[src/rtl/async_fifo_pkg.sv]
// Shared definitions for the split asynchronous FIFO (source and sink halves).
// Gray/binary converters work on a PTR_MAX_W-bit vector. A narrower pointer
// is zero-extended on the way in and cast back down on the way out. The zero
// upper bits do not disturb the result in either direction.
package async_fifo_pkg;

  localparam int PTR_MAX_W       = 16;
  localparam int SYNC_STAGES_MIN = 2;
  localparam int SYNC_STAGES_MAX = 4;
  localparam int HOLD_CNT_W      = 3;

  typedef enum logic {
    HOLD = 1'b0,
    RUN  = 1'b1
  } fifo_state_e;

  function automatic logic [PTR_MAX_W-1:0] bin2gray(input logic [PTR_MAX_W-1:0] b);
    return b ^ (b >> 1);
  endfunction

  function automatic logic [PTR_MAX_W-1:0] gray2bin(input logic [PTR_MAX_W-1:0] g);
    logic [PTR_MAX_W-1:0] b;
    b[PTR_MAX_W-1] = g[PTR_MAX_W-1];
    for (int i = PTR_MAX_W - 2; i >= 0; i--) begin
      b[i] = b[i+1] ^ g[i];
    end
    return b;
  endfunction

endpackage

[src/rtl/async_fifo_ptr_sync.sv]
// Generic N-stage, W-bit synchronizer for gray pointers crossing into this
// clock domain. It is a plain shift chain with nothing between the stages,
// and the sink half reuses it as well.
module async_fifo_ptr_sync #(
  parameter int N = 2,
  parameter int W = 3
) (
  input  logic         i_clk,
  input  logic         i_rst,
  input  logic [W-1:0] i_d,
  output logic [W-1:0] o_q
);

  logic [W-1:0] r_sync [N];

  // Shift the asynchronous pointer through N flops; clear them all on reset.
  always_ff @(posedge i_clk or posedge i_rst) begin
    if (i_rst) begin
      for (int i = 0; i < N; i++) begin
        r_sync[i] <= '0;
      end
    end else begin
      r_sync[0] <= i_d;
      for (int i = 1; i < N; i++) begin
        r_sync[i] <= r_sync[i-1];
      end
    end
  end

  assign o_q = r_sync[N-1];

endmodule

[src/rtl/async_fifo_source.sv]
// Write-side half of a split asynchronous FIFO, entirely in clk_w.
// Owns the storage, the write pointer and the read-pointer synchronizer. It
// exports storage and the gray write pointer as quasi-static buses to the sink.
// Optional feature macro: ASYNC_FIFO_SOURCE_OCC_EN (adds occ_w occupancy port).
//
// state | meaning
// HOLD  | after reset; ready_w held low while the rd pointer synchronizer flushes
// RUN   | normal operation; ready_w = not full
module async_fifo_source
  import async_fifo_pkg::*;
#(
  parameter  int DEPTH_LG_2  = 2,
  parameter  int WIDTH       = 32,
  parameter  int SYNC_STAGES = 2,
  localparam int DEPTH       = 2 ** DEPTH_LG_2,
  localparam int PW          = DEPTH_LG_2 + 1
) (
  input  logic                   clk_w,
  input  logic                   reset_w,
  input  logic                   valid_w,
  output logic                   ready_w,
  input  logic [WIDTH-1:0]       data_w,
  input  logic [PW-1:0]          rd_ptr_gray_i,
  output logic [PW-1:0]          wr_ptr_gray_o,
  output logic [DEPTH*WIDTH-1:0] mem_o
`ifdef ASYNC_FIFO_SOURCE_OCC_EN
  ,
  output logic [PW-1:0]          occ_w
`endif
);

  // Full when the gray pointers differ exactly in their top two bits.
  // With PW=1 this reduces to a single-bit inequality.
  localparam logic [PW-1:0] PTR_TOP   = PW'(1) << (PW - 1);
  localparam logic [PW-1:0] FULL_MASK = PTR_TOP | (PTR_TOP >> 1);

  fifo_state_e           r_state;
  fifo_state_e           w_state_nxt;
  logic [HOLD_CNT_W-1:0] r_cnt;
  logic [HOLD_CNT_W-1:0] w_cnt_nxt;

  logic [PW-1:0]    r_wr_bin;
  logic [PW-1:0]    r_wr_gray;
  logic [PW-1:0]    w_wr_bin_nxt;
  logic [PW-1:0]    w_wr_gray_nxt;
  logic [PW-1:0]    w_rd_gray;
  logic             r_ready;
  logic             w_fire;
  logic             w_full_nxt;
  logic [WIDTH-1:0] r_mem [DEPTH];

  async_fifo_ptr_sync #(
    .N (SYNC_STAGES),
    .W (PW)
  ) u_rd_sync (
    .i_clk (clk_w),
    .i_rst (reset_w),
    .i_d   (rd_ptr_gray_i),
    .o_q   (w_rd_gray)
  );

  assign w_fire        = valid_w & r_ready;
  assign w_wr_bin_nxt  = w_fire ? (r_wr_bin + PW'(1)) : r_wr_bin;
  assign w_wr_gray_nxt = PW'(bin2gray(PTR_MAX_W'(w_wr_bin_nxt)));
  assign w_full_nxt    = ((w_wr_gray_nxt ^ w_rd_gray) == FULL_MASK);

  // FSM state and hold counter registers.
  always_ff @(posedge clk_w or posedge reset_w) begin
    if (reset_w) begin
      r_state <= HOLD;
      r_cnt   <= '0;
    end else begin
      r_state <= w_state_nxt;
      r_cnt   <= w_cnt_nxt;
    end
  end

  // Next state: leave HOLD once the counter has covered the synchronizer depth.
  always_comb begin
    w_state_nxt = r_state;
    w_cnt_nxt   = r_cnt;
    case (r_state)
      HOLD: begin
        w_cnt_nxt = r_cnt + HOLD_CNT_W'(1);
        if (r_cnt == HOLD_CNT_W'(SYNC_STAGES)) begin
          w_state_nxt = RUN;
        end
      end
      RUN: begin
        w_state_nxt = RUN;
      end
      default: begin
        w_state_nxt = HOLD;
      end
    endcase
  end

  // Binary and gray write pointers advance together on every accepted enqueue.
  always_ff @(posedge clk_w or posedge reset_w) begin
    if (reset_w) begin
      r_wr_bin  <= '0;
      r_wr_gray <= '0;
    end else begin
      r_wr_bin  <= w_wr_bin_nxt;
      r_wr_gray <= w_wr_gray_nxt;
    end
  end

  // ready_w is a flop fed from the post-write pointer and the synchronized rd
  // pointer. It drops on the same edge that fills the last slot, and it rises
  // one edge after a freed slot reaches the synchronizer output.
  always_ff @(posedge clk_w or posedge reset_w) begin
    if (reset_w) begin
      r_ready <= 1'b0;
    end else begin
      r_ready <= (w_state_nxt == RUN) && !w_full_nxt;
    end
  end

  generate
    if (DEPTH_LG_2 == 0) begin : g_mailbox
      // Single-entry storage; the payload lands with the pointer update.
      always_ff @(posedge clk_w) begin
        if (w_fire) begin
          r_mem[0] <= data_w;
        end
      end
    end else begin : g_ring
      // Ring storage indexed by the low pointer bits; lands with the pointer update.
      always_ff @(posedge clk_w) begin
        if (w_fire) begin
          r_mem[r_wr_bin[DEPTH_LG_2-1:0]] <= data_w;
        end
      end
    end

    for (genvar gi = 0; gi < DEPTH; gi++) begin : g_flat
      assign mem_o[gi*WIDTH +: WIDTH] = r_mem[gi];
    end
  endgenerate

  assign ready_w       = r_ready;
  assign wr_ptr_gray_o = r_wr_gray;

`ifdef ASYNC_FIFO_SOURCE_OCC_EN
  logic [PW-1:0] w_rd_bin;
  logic [PW-1:0] r_occ;

  assign w_rd_bin = PW'(gray2bin(PTR_MAX_W'(w_rd_gray)));

  // Occupancy counts a write on the edge that stores it. The stale synchronized
  // rd pointer can only inflate it, so it never under-reports.
  always_ff @(posedge clk_w or posedge reset_w) begin
    if (reset_w) begin
      r_occ <= '0;
    end else if (r_state == RUN) begin
      r_occ <= w_wr_bin_nxt - w_rd_bin;
    end else begin
      r_occ <= '0;
    end
  end

  assign occ_w = r_occ;
`endif

  // The sink half must leave reset with this one, so its pointer reads zero
  // once the synchronizer has flushed.
  a_sink_reset_together : assert property (@(posedge clk_w) disable iff (reset_w)
    ((r_state == HOLD) && (w_state_nxt == RUN)) |-> (w_rd_gray == '0));

  a_sync_stages_range : assert property (@(posedge clk_w)
    (SYNC_STAGES >= SYNC_STAGES_MIN) && (SYNC_STAGES <= SYNC_STAGES_MAX));

endmodule

[config.mk]
export PLATFORM = sky130hd
export DESIGN_NAME = async_fifo_source
export DESIGN_NICKNAME = d
export VERILOG_FILES = /design/src/rtl/async_fifo_pkg.sv /design/src/rtl/async_fifo_ptr_sync.sv /design/src/rtl/async_fifo_source.sv
export SDC_FILE = /design/constraint.sdc
export NUM_CORES = 1
export LEC_CHECK = 0
export CORE_ASPECT_RATIO = 1.5
export CORE_MARGIN = 1
export CORE_UTILIZATION = 46
export CTS_BUF_LIST = sky130_fd_sc_hd__clkbuf_4 sky130_fd_sc_hd__clkbuf_8
export DETAILED_ROUTE_END_ITERATION = 7
export PLACE_DENSITY_LB_ADDON = 0.25
export SLEW_MARGIN = 30
export SYNTH_ARGS = -nofsm -noshare
export SYNTH_HDL_FRONTEND = slang
export SYNTH_HIERARCHICAL = 1
export SYNTH_SLANG_ARGS = --single-unit
[constraint.sdc]
create_clock -name clk_w -period 2.4 [get_ports clk_w]
set_input_delay 0.72 -clock clk_w [delete_from_list [all_inputs] [get_ports clk_w]]
set_output_delay 0.72 -clock clk_w [all_outputs]
set_load 0.005 [all_outputs]
## After elaboration in Yosys (flattened, before gate mapping)

Memories as Yosys holds them, arrays and structs flattened.
Cells that the tools add are included.

- Bits of input ports: 38
- Memories kept: 1
- Latch bits: 0
- Logic and storage cells: 23
- Register bits: 17
- Memory bits (read-only): 0
- Memory bits (writable): 128
- Output and inout port bits: 132

Memory list:

| memory | words | bits a word | read ports | clocked after Yosys merged registers in | wr ports | RTL line | source |
|---|---|---|---|---|---|---|---|
| r_mem | 4 | 32 | 4 | 0 | 1 | async_fifo_source.sv:50 | `logic [WIDTH-1:0] r_mem [DEPTH];` |

- Add/subtract/negate cells: 2
- Eq/ne operators: 2
- $mul: 0
- Bitwise gates (word level): 4
- Reductions and logical operators: 2
- Div/mod/pow operators: 0
- Muxes and demuxes: 5
- Shift operators: 0
- Magnitude comparators: 0

Operator list:

| operator | number |
|---|---|
| adder 3 x 1 -> 3 bit (second input constant) | 2 |
| == test 3 x 2 -> 1 bit (second input constant) | 1 |
| == test 3 bit (second input constant) | 1 |
| 2-to-1 mux 1 bit | 3 |
| 2-to-1 mux 3 bit | 1 |
| bitwise XOR 3 x 2 -> 3 bit | 1 |
| bitwise XOR 3 bit | 1 |
| one-hot mux 1 bit (2 select lines) | 1 |
| bitwise AND 1 bit | 1 |
| logical AND 1 bit | 1 |
| zero test 1 bit | 1 |
| NOT 1 bit | 1 |

## Depth between registers and ports, before layout

- Word-level depth: 7
- Gate-level depth with buffers: 6
- Gate-level depth less buffers: 6

## Cells and area by module

Netlist, hierarchy kept.

By module, submodules not included:

| module | sequential area each (um^2) | instances | cells each | area an instance (um^2) |
|---|---|---|---|---|
| async_fifo_source | 4093.9 | 1 | 177 | 4430.5 |
| async_fifo_ptr_sync | 150.1 | 1 | 10 | 176.4 |

## Worst setup path after synthesis

Ideal clock, no wire load.

- Kind: input-to-reg
- From: in valid_w
- To: mem r_mem[3][0] (enable)
- Data required time: 2.013 ns
- Setup time: 0.387 ns
- Stages on the path: 2
- Buffers on the path: 0
- Path slack: 0.488 ns
- Arrival: 1.525 ns
- Cell sequence: nand3_1 -> inv_1

- Cells in the longest elaborated chain, start to end: 3

RTL lines:

| item | RTL line | source |
|---|---|---|
| from (decl) | async_fifo_source.sv:20 | `input logic valid_w,` |
| bitwise AND 1 bit | async_fifo_source.sv:62 | `assign w_fire = valid_w & r_ready;` |
| 2-to-1 mux 1 bit | async_fifo_source.sv:131 | `if (w_fire) begin` |
| 2-to-1 mux 1 bit (not written as such) | async_fifo_source.sv:132 | `r_mem[r_wr_bin[DEPTH_LG_2-1:0]] <= data_w;` |
| to (decl) | async_fifo_source.sv:50 |  |

No other way between the ends.

## Worst setup path in the final report

- From: reg r_ready (netlist: ready_w)
- To: out ready_w

RTL lines:

| item | RTL line | source |
|---|---|---|
| from (decl) | async_fifo_source.sv:47 | `logic r_ready;` |
| from (signal assigned) | async_fifo_source.sv:116 | `r_ready <= (w_state_nxt == RUN) && !w_full_nxt;` |
| to (decl) | async_fifo_source.sv:21 | `output logic ready_w,` |

No word-level cell between the ends.

==> flow_summary.json <==
{
  "cts_root_buf": "clkbuf_8",
  "gp_congestion": 0.750,
  "path_clk_slew_ps": 80,
  "tightest_slew_ps": 397,
  "cts_resized": 0,
  "final_common_cell": "clkdlybuf4s50_1",
  "grt_pass1_wl_um": 13700,
  "via_per_inst": 4.81,
  "synth_top_area_share_pct": 83.4,
  "finalSetupTns_ps": 0,
  "grt_overflow_total": 0,
  "cts_tree": "yes",
  "grt_pass1_vias": 2434,
  "cts_hold_buf": 0,
  "synthFlopType": "edfxtp_1",
  "drv_slew": 0,
  "synth_top_area_cell": "edfxtp_1",
  "slowest_stage": "clkdlybuf4s50_1",
  "design.die.area_mm2": 0.0104,
  "cts_sinks": 144,
  "cp_max_fo": 9,
  "avgSynthCellArea_um2": 24.6,
  "whs_path_depth": 0,
  "htreeDepth": 4,
  "crit_buf_inv": 1,
  "cp.depth": 1,
  "worst_setup_path_end_kind": "output pin",
  "synth_cells": 187,
  "async_flop_share_pct": 11.1,
  "cpPeakStageDelay_ps": 570,
  "io_pins": 170,
  "core_area_mm2": 0.00969,
  "rsz0062_at_grt": "false",
  "synthesis.area_mm2": 0.00461,
  "final.setup_skew_ps": 8.59,
  "mappedNetlistNets": 231,
  "final_net_count": 419,
  "setup_viol": 0,
  "crit_path_cell_trace": "clkdlybuf4s50_1",
  "rows": 44,
  "crit_family": "buffers and inverters",
  "portBuffers": 169,
  "start_util_pct": 47.5,
  "power_density_mw_per_mm2": 985,
  "period_share_pct": 93.6,
  "fill_cells": 617,
  "totalWireLength_um": 9390,
  "syn_to_final_growth_pct": 50.3,
  "yosysSeqAreaShare_pct": 92.1,
  "postRouteAntennaNets": 0,
  "period_needed_ps": 2250,
  "drtIter0Drc": 143,
  "slew_headroom_pct": 73.5,
  "hold_viol": 0,
  "drv_cap": 0,
  "synth_seq_cells": 144,
  "fmax_mhz": 445,
  "fin_cells": 503,
  "firstDrtPassIters": 4,
  "outcome": "complete, no violations",
  "yosysWarnings": 6,
  "track_usage_pct": 18.7,
  "cp.arrival_ps": 1530,
  "critical_path.startpoint_type": "register",
  "layout_common_cells": "clkdlybuf4s50_1, edfxtp_1, clkbuf_8, dfrtp_1, xnor2_1",
  "drc_errors": 0,
  "clockBufferDepth": 2,
  "wl_per_cell_um": 18.7,
  "area.sequential_mm2": 0.00424,
  "worstPathRequired_ps": 1680,
  "worst_hold_path_type": "reg -> reg",
  "drive_gt1_share_pct": 11.1,
  "synth_cell_type_count": 18,
  "antenna_found_initial": 0,
  "die_h_um": 125,
  "multi_input_area_um2": 303,
  "num_vias": 2417,
  "ir_drop_v": 0.000687,
  "grt_max_degree": 33,
  "p_leak_nw": 2.44,
  "clkLatencyLatePin_ps": 430,
  "ff2ff_path_depth": 6,
  "path_class": "reg -> out",
  "ys_top_cells_by_area": "edfxtp_1, dfrtp_1, xnor2_1",
  "antenna_cells": 0,
  "die_x_um": 83.7,
  "synth-edff-count": 128,
  "cts_buffers": 17,
  "cts_setup_buffers": 0,
  "place_inst": 471
}
-- layer usage --
metal / routed length [um] / track usage (%)
met2: 5120 / 32.5
met4: 398 / 12.3
met1: 3150 / 18.2
met3: 722 / 6.89
met5: 0 / 0
-- cell families (layout without fill, tap and decap cells) --
family                   Yosys count  count (layout)  synth area share (%)
AND/OR/NAND/NOR                    6               6                 0.815
XOR/XNOR                          12              12                  2.58
adder cells (fa/ha/maj)            6               6                  1.63
multiplexers                       2               2                 0.462
buffers and inverters             12             213                  1.30
AO/OA/AOI/OAI                      5               5                  1.09
flip-flops                       144             144                  92.1
-- state kept, by name (all words and copies together), names as in the netlist --
signal	count
u_rd_sync/o_q	3
r_wr_bin	3
r_state	1
r_mem	128
wr_ptr_gray_o	2
ready_w	1
r_cnt	3
u_rd_sync/r_sync	3
-- cell type report --
class / instances / area share, %
clock buffers: 20 / 3.98
well taps: 115 / 2.08
flip-flops and latches: 144 / 61.3
clock inverters: 12 / 2.26
multi-input cells: 31 / 4.37
inverters: 8 / 0.434
repair buffers: 173 / 25.6
-- power by group --
part / switching, W / internal, W
registers: 0.000161 / 0.00323
clock network: 0.000863 / 0.00111
logic: 0.000607 / 0.000839
total: 0.00163 / 0.00519
-- path summary, 6_finish.rpt --
kind,from,end,slack [ps]
hold reg to reg,u_rd_sync/r_sync[5]$_DFF_PP0_,u_rd_sync/o_q[2]$_DFF_PP0_,360
min in group asynchronous,reset_w,u_rd_sync/r_sync[5]$_DFF_PP0_,520
setup reg to reg,r_wr_bin[0]$_DFF_PP0_,ready_w$_DFF_PP0_,460
setup / recovery,ready_w$_DFF_PP0_,ready_w,150
max in group asynchronous,reset_w,r_cnt[2]$_DFFE_PP0N_,1510
hold / removal,u_rd_sync/r_sync[5]$_DFF_PP0_,u_rd_sync/o_q[2]$_DFF_PP0_,360
-- synth_stat cells, types with 2 or more instances --
| cell type | number |
|---|---|
| a31oi_2 | 2 |
| and3_2 | 3 |
| buf_4 | 4 |
| dfrtp_1 | 16 |
| edfxtp_1 | 128 |
| ha_1 | 6 |
| inv_1 | 8 |
| xnor2_1 | 10 |
-- through the flow --
step                total power, W  area (um^2)  hold WS [ps]  utilization [%]  worst slack, ps
floorplan                  0.00393         4610           331                -              488
global placement           0.00487         6490           333             67.0              139
detailed placement         0.00492         6490           347             67.0             88.8
CTS                        0.00689         6920           365             71.5              122
global route               0.00709         6920           368             71.5             92.5
finish                     0.00682         6920           360             71.5              154
Power figures use the tool's default switching activity.
